### config.mk
export PLATFORM = sky130hd
export DESIGN_NAME = owt_mcst_tx_ctrl
export DESIGN_NICKNAME = d
export VERILOG_FILES = /design/src/rtl/owt_mcst_tx_ctrl.sv
export SDC_FILE = /design/constraint.sdc
export NUM_CORES = 1
export LEC_CHECK = 0
export CAP_MARGIN = 30
export CORE_MARGIN = 1
export CORE_UTILIZATION = 48
export CTS_CLUSTER_SIZE = 8
export DETAILED_ROUTE_END_ITERATION = 10
export GPL_ROUTABILITY_DRIVEN = 0
export PLACE_DENSITY_LB_ADDON = 0.1
export SLEW_MARGIN = 40
export SYNTH_ARGS = -nofsm -noshare
export SYNTH_HDL_FRONTEND = slang
export SYNTH_SLANG_ARGS = --single-unit
export TNS_END_PERCENT = 1
### constraint.sdc
create_clock -name i_clk -period 3.44 [get_ports i_clk]
set_input_delay 0.688 -clock i_clk [delete_from_list [all_inputs] [get_ports i_clk]]
set_output_delay 0.688 -clock i_clk [all_outputs]
set_load 0.01 [all_outputs]
### src/rtl/owt_mcst_tx_ctrl.sv
// LV-side one-wire transmitter: sends a Manchester-coded sync/CMD/DATA/CRC8 frame,
// then waits for the receive path's frame acknowledge or a response timeout.
module owt_mcst_tx_ctrl #(
   parameter int HALF_CYC     = 16,
   parameter int SYNC_BIT_NUM = 12,
   parameter int CMD_BIT_NUM  = 8,
   parameter int DATA_BIT_NUM = 8,
   parameter int CRC_BIT_NUM  = 8,
   parameter int RSP_TMO_CYC  = 4096,
   parameter int TMO_CNT_W    = 13
) (
   input  logic                    i_clk,
   input  logic                    i_rst_n,
   input  logic                    i_owt_tx_req,
   input  logic [CMD_BIT_NUM-1:0]  i_owt_tx_cmd,
   input  logic [DATA_BIT_NUM-1:0] i_owt_tx_data,
   output logic                    o_owt_tx_rdy,
   output logic                    o_lv_hv_owt_tx,
   output logic [CMD_BIT_NUM-1:0]  o_owt_tx_cmd_lock,
   output logic                    o_owt_tx_done,
   input  logic                    i_owt_rx_ack,
   output logic                    o_owt_tx_rsp_ok,
   output logic                    o_owt_tx_tmo
);

   localparam int HALF_W   = (HALF_CYC > 2) ? $clog2(HALF_CYC) : 1;
   localparam int MAX_A    = (SYNC_BIT_NUM > CMD_BIT_NUM) ? SYNC_BIT_NUM : CMD_BIT_NUM;
   localparam int MAX_B    = (DATA_BIT_NUM > CRC_BIT_NUM) ? DATA_BIT_NUM : CRC_BIT_NUM;
   localparam int MAX_C    = (MAX_A > MAX_B) ? MAX_A : MAX_B;
   localparam int MAX_BITS = (MAX_C > 4) ? MAX_C : 4;
   localparam int BIT_W    = $clog2(MAX_BITS);

   localparam logic [HALF_W-1:0]    HALF_LAST = HALF_W'(HALF_CYC - 1);
   localparam logic [BIT_W-1:0]     SYNC_LAST = BIT_W'(SYNC_BIT_NUM - 1);
   localparam logic [BIT_W-1:0]     CMD_LAST  = BIT_W'(CMD_BIT_NUM - 1);
   localparam logic [BIT_W-1:0]     DATA_LAST = BIT_W'(DATA_BIT_NUM - 1);
   localparam logic [BIT_W-1:0]     CRC_LAST  = BIT_W'(CRC_BIT_NUM - 1);
   localparam logic [BIT_W-1:0]     RAW_LAST  = BIT_W'(3);
   localparam logic [TMO_CNT_W-1:0] TMO_LAST  = TMO_CNT_W'(RSP_TMO_CYC - 1);

   typedef enum logic [2:0] {
      ST_IDLE,
      ST_SYNC_HEAD,
      ST_SYNC_TAIL,
      ST_CMD,
      ST_DATA,
      ST_CRC,
      ST_END_TAIL,
      ST_WAIT_RSP
   } state_t;

   state_t                  state_q, state_d;
   logic [HALF_W-1:0]       half_cnt_q, half_cnt_d;
   logic                    half_flag_q, half_flag_d;
   logic [BIT_W-1:0]        bit_cnt_q, bit_cnt_d;
   logic [CMD_BIT_NUM-1:0]  cmd_lock_q, cmd_lock_d;
   logic [CMD_BIT_NUM-1:0]  cmd_sh_q, cmd_sh_d;
   logic [DATA_BIT_NUM-1:0] data_sh_q, data_sh_d;
   logic [7:0]              crc_q, crc_d;
   logic [TMO_CNT_W-1:0]    tmo_cnt_q, tmo_cnt_d;
   logic                    line_q, line_d;
   logic                    rdy_q, rdy_d;
   logic                    done_q, done_d;
   logic                    rsp_ok_q, rsp_ok_d;
   logic                    tmo_q, tmo_d;

   logic       unit_end;
   logic       cur_bit;
   logic [7:0] crc_fold;

   assign unit_end = (half_cnt_q == HALF_LAST);
   assign cur_bit  = (state_q == ST_CMD) ? cmd_sh_q[CMD_BIT_NUM-1] : data_sh_q[DATA_BIT_NUM-1];
   // Serial CRC8 (poly 0x07) step for the payload bit that is just finishing.
   assign crc_fold = {crc_q[6:0], 1'b0} ^ ((crc_q[7] ^ cur_bit) ? 8'h07 : 8'h00);

   always_comb begin
      state_d     = state_q;
      half_cnt_d  = half_cnt_q;
      half_flag_d = half_flag_q;
      bit_cnt_d   = bit_cnt_q;
      cmd_lock_d  = cmd_lock_q;
      cmd_sh_d    = cmd_sh_q;
      data_sh_d   = data_sh_q;
      crc_d       = crc_q;
      tmo_cnt_d   = tmo_cnt_q;
      done_d      = 1'b0;
      rsp_ok_d    = 1'b0;
      tmo_d       = 1'b0;

      case (state_q)
         ST_IDLE: begin
            if (i_owt_tx_req) begin
               cmd_lock_d  = i_owt_tx_cmd;
               cmd_sh_d    = i_owt_tx_cmd;
               data_sh_d   = i_owt_tx_data;
               crc_d       = 8'h00;
               half_cnt_d  = '0;
               half_flag_d = 1'b0;
               bit_cnt_d   = '0;
               state_d     = ST_SYNC_HEAD;
            end
         end
         ST_WAIT_RSP: begin
            if (i_owt_rx_ack) begin
               rsp_ok_d = 1'b1;
               state_d  = ST_IDLE;
            end else if (tmo_cnt_q == TMO_LAST) begin
               tmo_d   = 1'b1;
               state_d = ST_IDLE;
            end else begin
               tmo_cnt_d = tmo_cnt_q + TMO_CNT_W'(1);
            end
         end
         default: begin
            if (!unit_end) begin
               half_cnt_d = half_cnt_q + HALF_W'(1);
            end else begin
               half_cnt_d  = '0;
               half_flag_d = ~half_flag_q;
               case (state_q)
                  ST_SYNC_HEAD: begin
                     if (half_flag_q) begin
                        if (bit_cnt_q == SYNC_LAST) begin
                           bit_cnt_d = '0;
                           state_d   = ST_SYNC_TAIL;
                        end else begin
                           bit_cnt_d = bit_cnt_q + BIT_W'(1);
                        end
                     end
                  end
                  ST_SYNC_TAIL: begin
                     if (bit_cnt_q == RAW_LAST) begin
                        bit_cnt_d = '0;
                        state_d   = ST_CMD;
                     end else begin
                        bit_cnt_d = bit_cnt_q + BIT_W'(1);
                     end
                  end
                  ST_CMD: begin
                     if (half_flag_q) begin
                        crc_d    = crc_fold;
                        cmd_sh_d = {cmd_sh_q[CMD_BIT_NUM-2:0], 1'b0};
                        if (bit_cnt_q == CMD_LAST) begin
                           bit_cnt_d = '0;
                           state_d   = ST_DATA;
                        end else begin
                           bit_cnt_d = bit_cnt_q + BIT_W'(1);
                        end
                     end
                  end
                  ST_DATA: begin
                     if (half_flag_q) begin
                        crc_d     = crc_fold;
                        data_sh_d = {data_sh_q[DATA_BIT_NUM-2:0], 1'b0};
                        if (bit_cnt_q == DATA_LAST) begin
                           bit_cnt_d = '0;
                           state_d   = ST_CRC;
                        end else begin
                           bit_cnt_d = bit_cnt_q + BIT_W'(1);
                        end
                     end
                  end
                  ST_CRC: begin
                     // The CRC is final by now, so it is shifted out in place.
                     if (half_flag_q) begin
                        crc_d = {crc_q[6:0], 1'b0};
                        if (bit_cnt_q == CRC_LAST) begin
                           bit_cnt_d = '0;
                           state_d   = ST_END_TAIL;
                        end else begin
                           bit_cnt_d = bit_cnt_q + BIT_W'(1);
                        end
                     end
                  end
                  default: begin
                     if (bit_cnt_q == RAW_LAST) begin
                        bit_cnt_d = '0;
                        tmo_cnt_d = '0;
                        done_d    = 1'b1;
                        state_d   = ST_WAIT_RSP;
                     end else begin
                        bit_cnt_d = bit_cnt_q + BIT_W'(1);
                     end
                  end
               endcase
            end
         end
      endcase
   end

   // Line level for the unit that starts next cycle; Manchester halves are the bit then its inverse.
   always_comb begin
      line_d = 1'b0;
      case (state_d)
         ST_SYNC_HEAD: line_d = half_flag_d;
         ST_SYNC_TAIL: line_d = ~bit_cnt_d[1];
         ST_CMD:       line_d = cmd_sh_d[CMD_BIT_NUM-1] ^ half_flag_d;
         ST_DATA:      line_d = data_sh_d[DATA_BIT_NUM-1] ^ half_flag_d;
         ST_CRC:       line_d = crc_d[7] ^ half_flag_d;
         ST_END_TAIL:  line_d = ~bit_cnt_d[1];
         default:      line_d = 1'b0;
      endcase
      rdy_d = (state_d == ST_IDLE);
   end

   always_ff @(posedge i_clk or negedge i_rst_n) begin
      if (!i_rst_n) begin
         state_q     <= ST_IDLE;
         half_cnt_q  <= '0;
         half_flag_q <= 1'b0;
         bit_cnt_q   <= '0;
         cmd_lock_q  <= '0;
         cmd_sh_q    <= '0;
         data_sh_q   <= '0;
         crc_q       <= '0;
         tmo_cnt_q   <= '0;
         line_q      <= 1'b0;
         rdy_q       <= 1'b1;
         done_q      <= 1'b0;
         rsp_ok_q    <= 1'b0;
         tmo_q       <= 1'b0;
      end else begin
         state_q     <= state_d;
         half_cnt_q  <= half_cnt_d;
         half_flag_q <= half_flag_d;
         bit_cnt_q   <= bit_cnt_d;
         cmd_lock_q  <= cmd_lock_d;
         cmd_sh_q    <= cmd_sh_d;
         data_sh_q   <= data_sh_d;
         crc_q       <= crc_d;
         tmo_cnt_q   <= tmo_cnt_d;
         line_q      <= line_d;
         rdy_q       <= rdy_d;
         done_q      <= done_d;
         rsp_ok_q    <= rsp_ok_d;
         tmo_q       <= tmo_d;
      end
   end

   assign o_owt_tx_rdy      = rdy_q;
   assign o_lv_hv_owt_tx    = line_q;
   assign o_owt_tx_cmd_lock = cmd_lock_q;
   assign o_owt_tx_done     = done_q;
   assign o_owt_tx_rsp_ok   = rsp_ok_q;
   assign o_owt_tx_tmo      = tmo_q;

endmodule

## Yosys cells after proc, flatten, opt, wreduce, memory -nomap -nowiden

Index checks and enable logic that the tools add are counted.
W data, S select, Z words.

| storage, ports and cells | value |
|---|---|
| register bits after elaboration | 62 |
| output and inout bits | 13 |

| cells by class | value |
|---|---|
| $add $sub $neg | 3 |
| equality and inequality tests | 25 |
| muxes and demuxes | 65 |
| bitwise logic cells | 9 |
| reductions and logical operators | 21 |

Operator list:

| kind | number |
|---|---|
| $mux W8 | 12 |
| $mux W13 | 5 |
| $pmux W8 S2 | 4 |
| $mux W3 | 15 |
| $mux W4 | 9 |
| $pmux W13 S2 | 1 |
| $pmux W4 S2 | 3 |
| $eq A3 B3 Y1 const B | 6 |
| $pmux W3 S5 | 1 |
| $reduce_and A5 Y1 | 3 |
| $add A13 B1 Y13 const B | 1 |
| $eq A13 B12 Y1 const B | 1 |
| $eq A3 B2 Y1 const B | 4 |
| $mux W1 | 12 |
| $reduce_and A6 Y1 | 2 |
| $reduce_bool A2 Y1 | 6 |
| $add A4 B1 Y4 const B | 2 |
| $eq A4 B4 Y1 const B | 2 |
| $xor A8 B3 Y8 | 1 |
| $eq A3 B1 Y1 const B | 2 |
| $logic_not A3 Y1 | 2 |
| $ne A2 B2 Y1 const B | 3 |
| $ne A3 B1 Y1 const B | 2 |
| $ne A3 B2 Y1 const B | 2 |
| other kinds (13) | 22 |

## Logic depth before layout (Yosys ltp)

| depth | value |
|---|---|
| depth in word-level cells | 11 |
| gate-level depth with buffers | 9 |
| gate-level depth less buffers | 8 |

## Worst setup path after synthesis

OpenSTA, ideal clock, no wires.

| timing path | value |
|---|---|
| path type | flip-flop to flip-flop |
| from | reg half_cnt_q[0] |
| to | reg line_q (netlist: o_lv_hv_owt_tx) |
| library setup time | 0.130 ns |
| arrival time | 2.262 ns |
| required time | 3.310 ns |
| setup slack | 1.048 ns |
| cell stages (with the launch flop) | 9 |
| clock period less this slack | 2.392 ns |
| cells stage by stage | dfrtp_1 ha_1 nand3_2 or4_1 a22o_1 a211oi_4 mux2_4 xnor2_1 o211ai_2 |

| on the way | value |
|---|---|
| longest elaborated chain between the ends | 6 |

Ends and longest elaborated chain:

| element | RTL line | source |
|---|---|---|
| start, declared | 53 | `logic [HALF_W-1:0] half_cnt_q, half_cnt_d;` |
| start signal, assigned | 224 | `half_cnt_q <= half_cnt_d;` |
| $eq A4 B4 Y1 * | 71 | `assign unit_end = (half_cnt_q == HALF_LAST);` |
| $mux W3 | 115 | `if (!unit_end) begin` |
| $pmux W3 S2 | 90 | `case (state_q)` |
| $eq A3 B3 Y1 or $eq A3 B2 Y1 (tied branches) | 194 | `case (state_d)` |
| $reduce_or A2 Y1 (no source line) | n/a |  |
| $pmux W1 S5 * | 194 |  |
| named net line_d | 61 | `logic line_q, line_d;` |
| end signal, assigned | 232 | `line_q <= line_d;` |
| end, declared | 61 |  |

Mark *: on every way through the listed nets, which the timed path passes. The rest lies on a longest branch. The select of a mux whose other input is x is not followed.
A chain may end at the register's enable or synchronous reset.

## Final worst setup path

Ends and elaborated chain as after synthesis.

==> run metrics <==
Max Clk Rate 381 MHz; Clock transition at path regs 80 ps; Worst Reg2Reg Path Length in Cells 8; Ys Warns 0; most frequent cells in the layout dfrtp_1, nand2_1, clkdlybuf4s50_1, nor2_1, inv_1; routed vias 2603; Ports 33; initial antenna violation count 0; ANT cells 0; drt pass-1 iters 5; Nets 389; largest net degree at the start of global routing 27; commonest non-fill, non-tap cell in the layout dfrtp_1; required time of the critical path 3650 ps; Mapped Area 3160 um2; Fin. Hold Viols 0; leakage 1.70 nW; die area 6910 um2; clock skew 7.32 ps; fin crit share 0.762; Max H-tree Level 3; crit path kind reg2reg; sw frac 0.366; RSZ-0062 raised after global routing false; routed vias/inst 5.81; R2R Path End o_lv_hv_owt_tx$_DFF_PN0_; Critical Path Sink Type flip-flop; CTS Buffer Depth 2; setup TNS 0 ps; CTS root buffer clkbuf_8; status finished, final reports clean; Post-synth top flop dfrtp_1; synthesized instance count 333; #FFs+latches synth 62; chip height 83.1 um; Fillers 567; core area 6350 um2; fraction of layout cells with a size suffix above 1 0.0889; Port Buffers 32; Die W 83.1 um; Synth cell types 55; Setup Viol. Count Final 0; Int Power 1.66 mW; CTS tree done; total clock buffers created by CTS 9; vias in the first global route 2463; DRC viols 0; Post-synth ARST share 1.00; initial drt markers 266; Tightest Pin Transition 707 ps; slew margin rel. 0.529; cell area power density 700 nW/um2; r2r setup slk 820 ps; Max Cap Violations 0; crit-path max FO 6; DR WL/cell 15.1 um; synthesized area per cell 9.48 um2; global-route wire length before repair 11.8 mm; Post-Syn Nets 356; Logic pwr share 0.329; worst path arrival time 2830 ps; minimum clock period 2620 ps; Area growth syn-to-layout 18.1%; Reg-to-Reg Start half_cnt_q[0]$_DFFE_PN0P_; row count 29; GR Overflow Total 0; Routed WL 6.78 mm; clock network fraction of design power 0.216; CTS Sinks 62; P_sw 0.957 mW; Flop pwr share 0.455; Slew Limit Fails 0; clock latency on the worst-skew pair 330 ps; final core occ 0.587; global-route usage over all layers 0.216; VDD IR max 0.356 mV; Post-synth EDFFs 0; hold_buf cts 0; post-CTS resize count 0; sequential area share after synthesis 0.492; DP HPWL 4.64 mm; worst min path class in2async; startpoint class of the critical path flip-flop; remaining antenna violation count 0; Initial Util 0.497; Post-CTS Setup Inserts 0
==> kinds of logic (layout without fill, tap and decap cells) <==
logic type	Yosys count	after routing	share of synthesized area
muxes	8	8	0.0273
xor gates and xnor gates	15	15	0.0416
AOI/OAI and AO/OA	70	70	0.166
adders and majority gates	3	3	0.0119
and+or+nand+nor	141	141	0.220
buffers and inverters	34	72	0.0412
DFF	62	62	0.492
==> synth_stat cells (2+ instances only) <==
cell type  number  area [um2]
a21o_1          3        22.5
a21oi_1         8        40.0
a222oi_1       12         120
a22o_1          8        70.1
a22oi_1         3        22.5
a32oi_1         2        17.5
and2_1          2        12.5
and3_1          5        31.3
buf_1           2        7.51
buf_2           2        10.0
clkbuf_1       12        45.0
dfrtp_1        61        1530
ha_1            3        37.5
inv_1          18        67.6
mux2i_1         6        60.1
nand2_1        53         199
nand2b_1        3        18.8
nand3_1         9        45.0
nand3b_1        4        30.0
nand4_1         7        43.8
nor2_1         30         113
nor2b_1         5        31.3
nor3_1          5        25.0
nor3b_1         2        15.0
nor4_1          2        12.5
o21ai_0         8        40.0
o21ai_1        11        55.1
o22ai_1         3        18.8
o31ai_1         2        15.0
or3_1           4        25.0
xnor2_1         8        70.1
xor2_1          7        61.3
==> flip-flops by register name, indices dropped and copies added, names as in the netlist, 3 cells and up <==
name	cells
half_cnt_q	4
state_q	3
o_owt_tx_cmd_lock	8
tmo_cnt_q	13
data_sh_q	8
crc_q	8
cmd_sh_q	8
bit_cnt_q	4
==> worst max-delay path by stage <==
stage	slack (ps)	cells after the start	endpoint	start
floorplan	1050	8	o_lv_hv_owt_tx$_DFF_PN0_	half_cnt_q[0]$_DFFE_PN0P_
global placement	620	7	o_lv_hv_owt_tx$_DFF_PN0_	i_owt_tx_req
detailed placement	550	7	cmd_sh_q[5]$_DFFE_PN0P_	i_owt_tx_req
CTS	810	8	o_lv_hv_owt_tx$_DFF_PN0_	half_cnt_q[0]$_DFFE_PN0P_
global route	680	8	o_lv_hv_owt_tx$_DFF_PN0_	half_cnt_q[0]$_DFFE_PN0P_
finish	820	8	o_lv_hv_owt_tx$_DFF_PN0_	half_cnt_q[0]$_DFFE_PN0P_
==> power by group through the flow <==
| stage | clock network [mW] | logic, mW | registers [mW] |
|---|---|---|---|
| floorplan | 0 | 0.630 | 1.13 |
| global route | 0.620 | 0.968 | 1.22 |
| finish | 0.564 | 0.860 | 1.19 |
| detailed placement | 0 | 0.859 | 1.19 |
| global placement | 0 | 0.834 | 1.19 |
| CTS | 0.588 | 0.865 | 1.18 |
==> through the flow <==
| step | worst slack [ps] | hold slack (ps) | area [um2] | instances | total power, mW |
|---|---|---|---|---|---|
| 5_1_grt | 676 | 397 | 3730 | 448 | 2.81 |
| 3_3_place_gp | 622 | 467 | 3560 | 432 | 2.02 |
| 2_1_floorplan | 1050 | 392 | 3160 | 333 | 1.76 |
| 6_report | 818 | 348 | 3730 | 448 | 2.61 |
| 4_1_cts | 810 | 364 | 3730 | 448 | 2.63 |
| 3_5_place_dp | 550 | 461 | 3560 | 432 | 2.05 |
==> worst max-delay path, stage by stage (launching register included) <==
cell and delay [ps]:
dfrtp_1 410, ha_1 280, nand3_2 180, or4_1 510
a22o_1 230, a211oi_4 290, mux2_4 330, xnor2_1 170
o211ai_2 90
==> cell type report <==
class	instances	area, um2	share of cell area
multi-input combinational	237	1480	0.397
clock buffer	9	124	0.0332
clock inverter	7	47.5	0.0127
sequential	62	1550	0.416
tap	77	96.3	0.0258
timing repair buffer	38	360	0.0966
inverter	18	67.6	0.0181
==> per-layer routing <==
layer	track usage	wire length [um]
met5	0	0
met4	0.103	94
met3	0.0417	381
met2	0.326	3160
met1	0.298	3150
No activity file was read; power rests on OpenSTA's default activity.
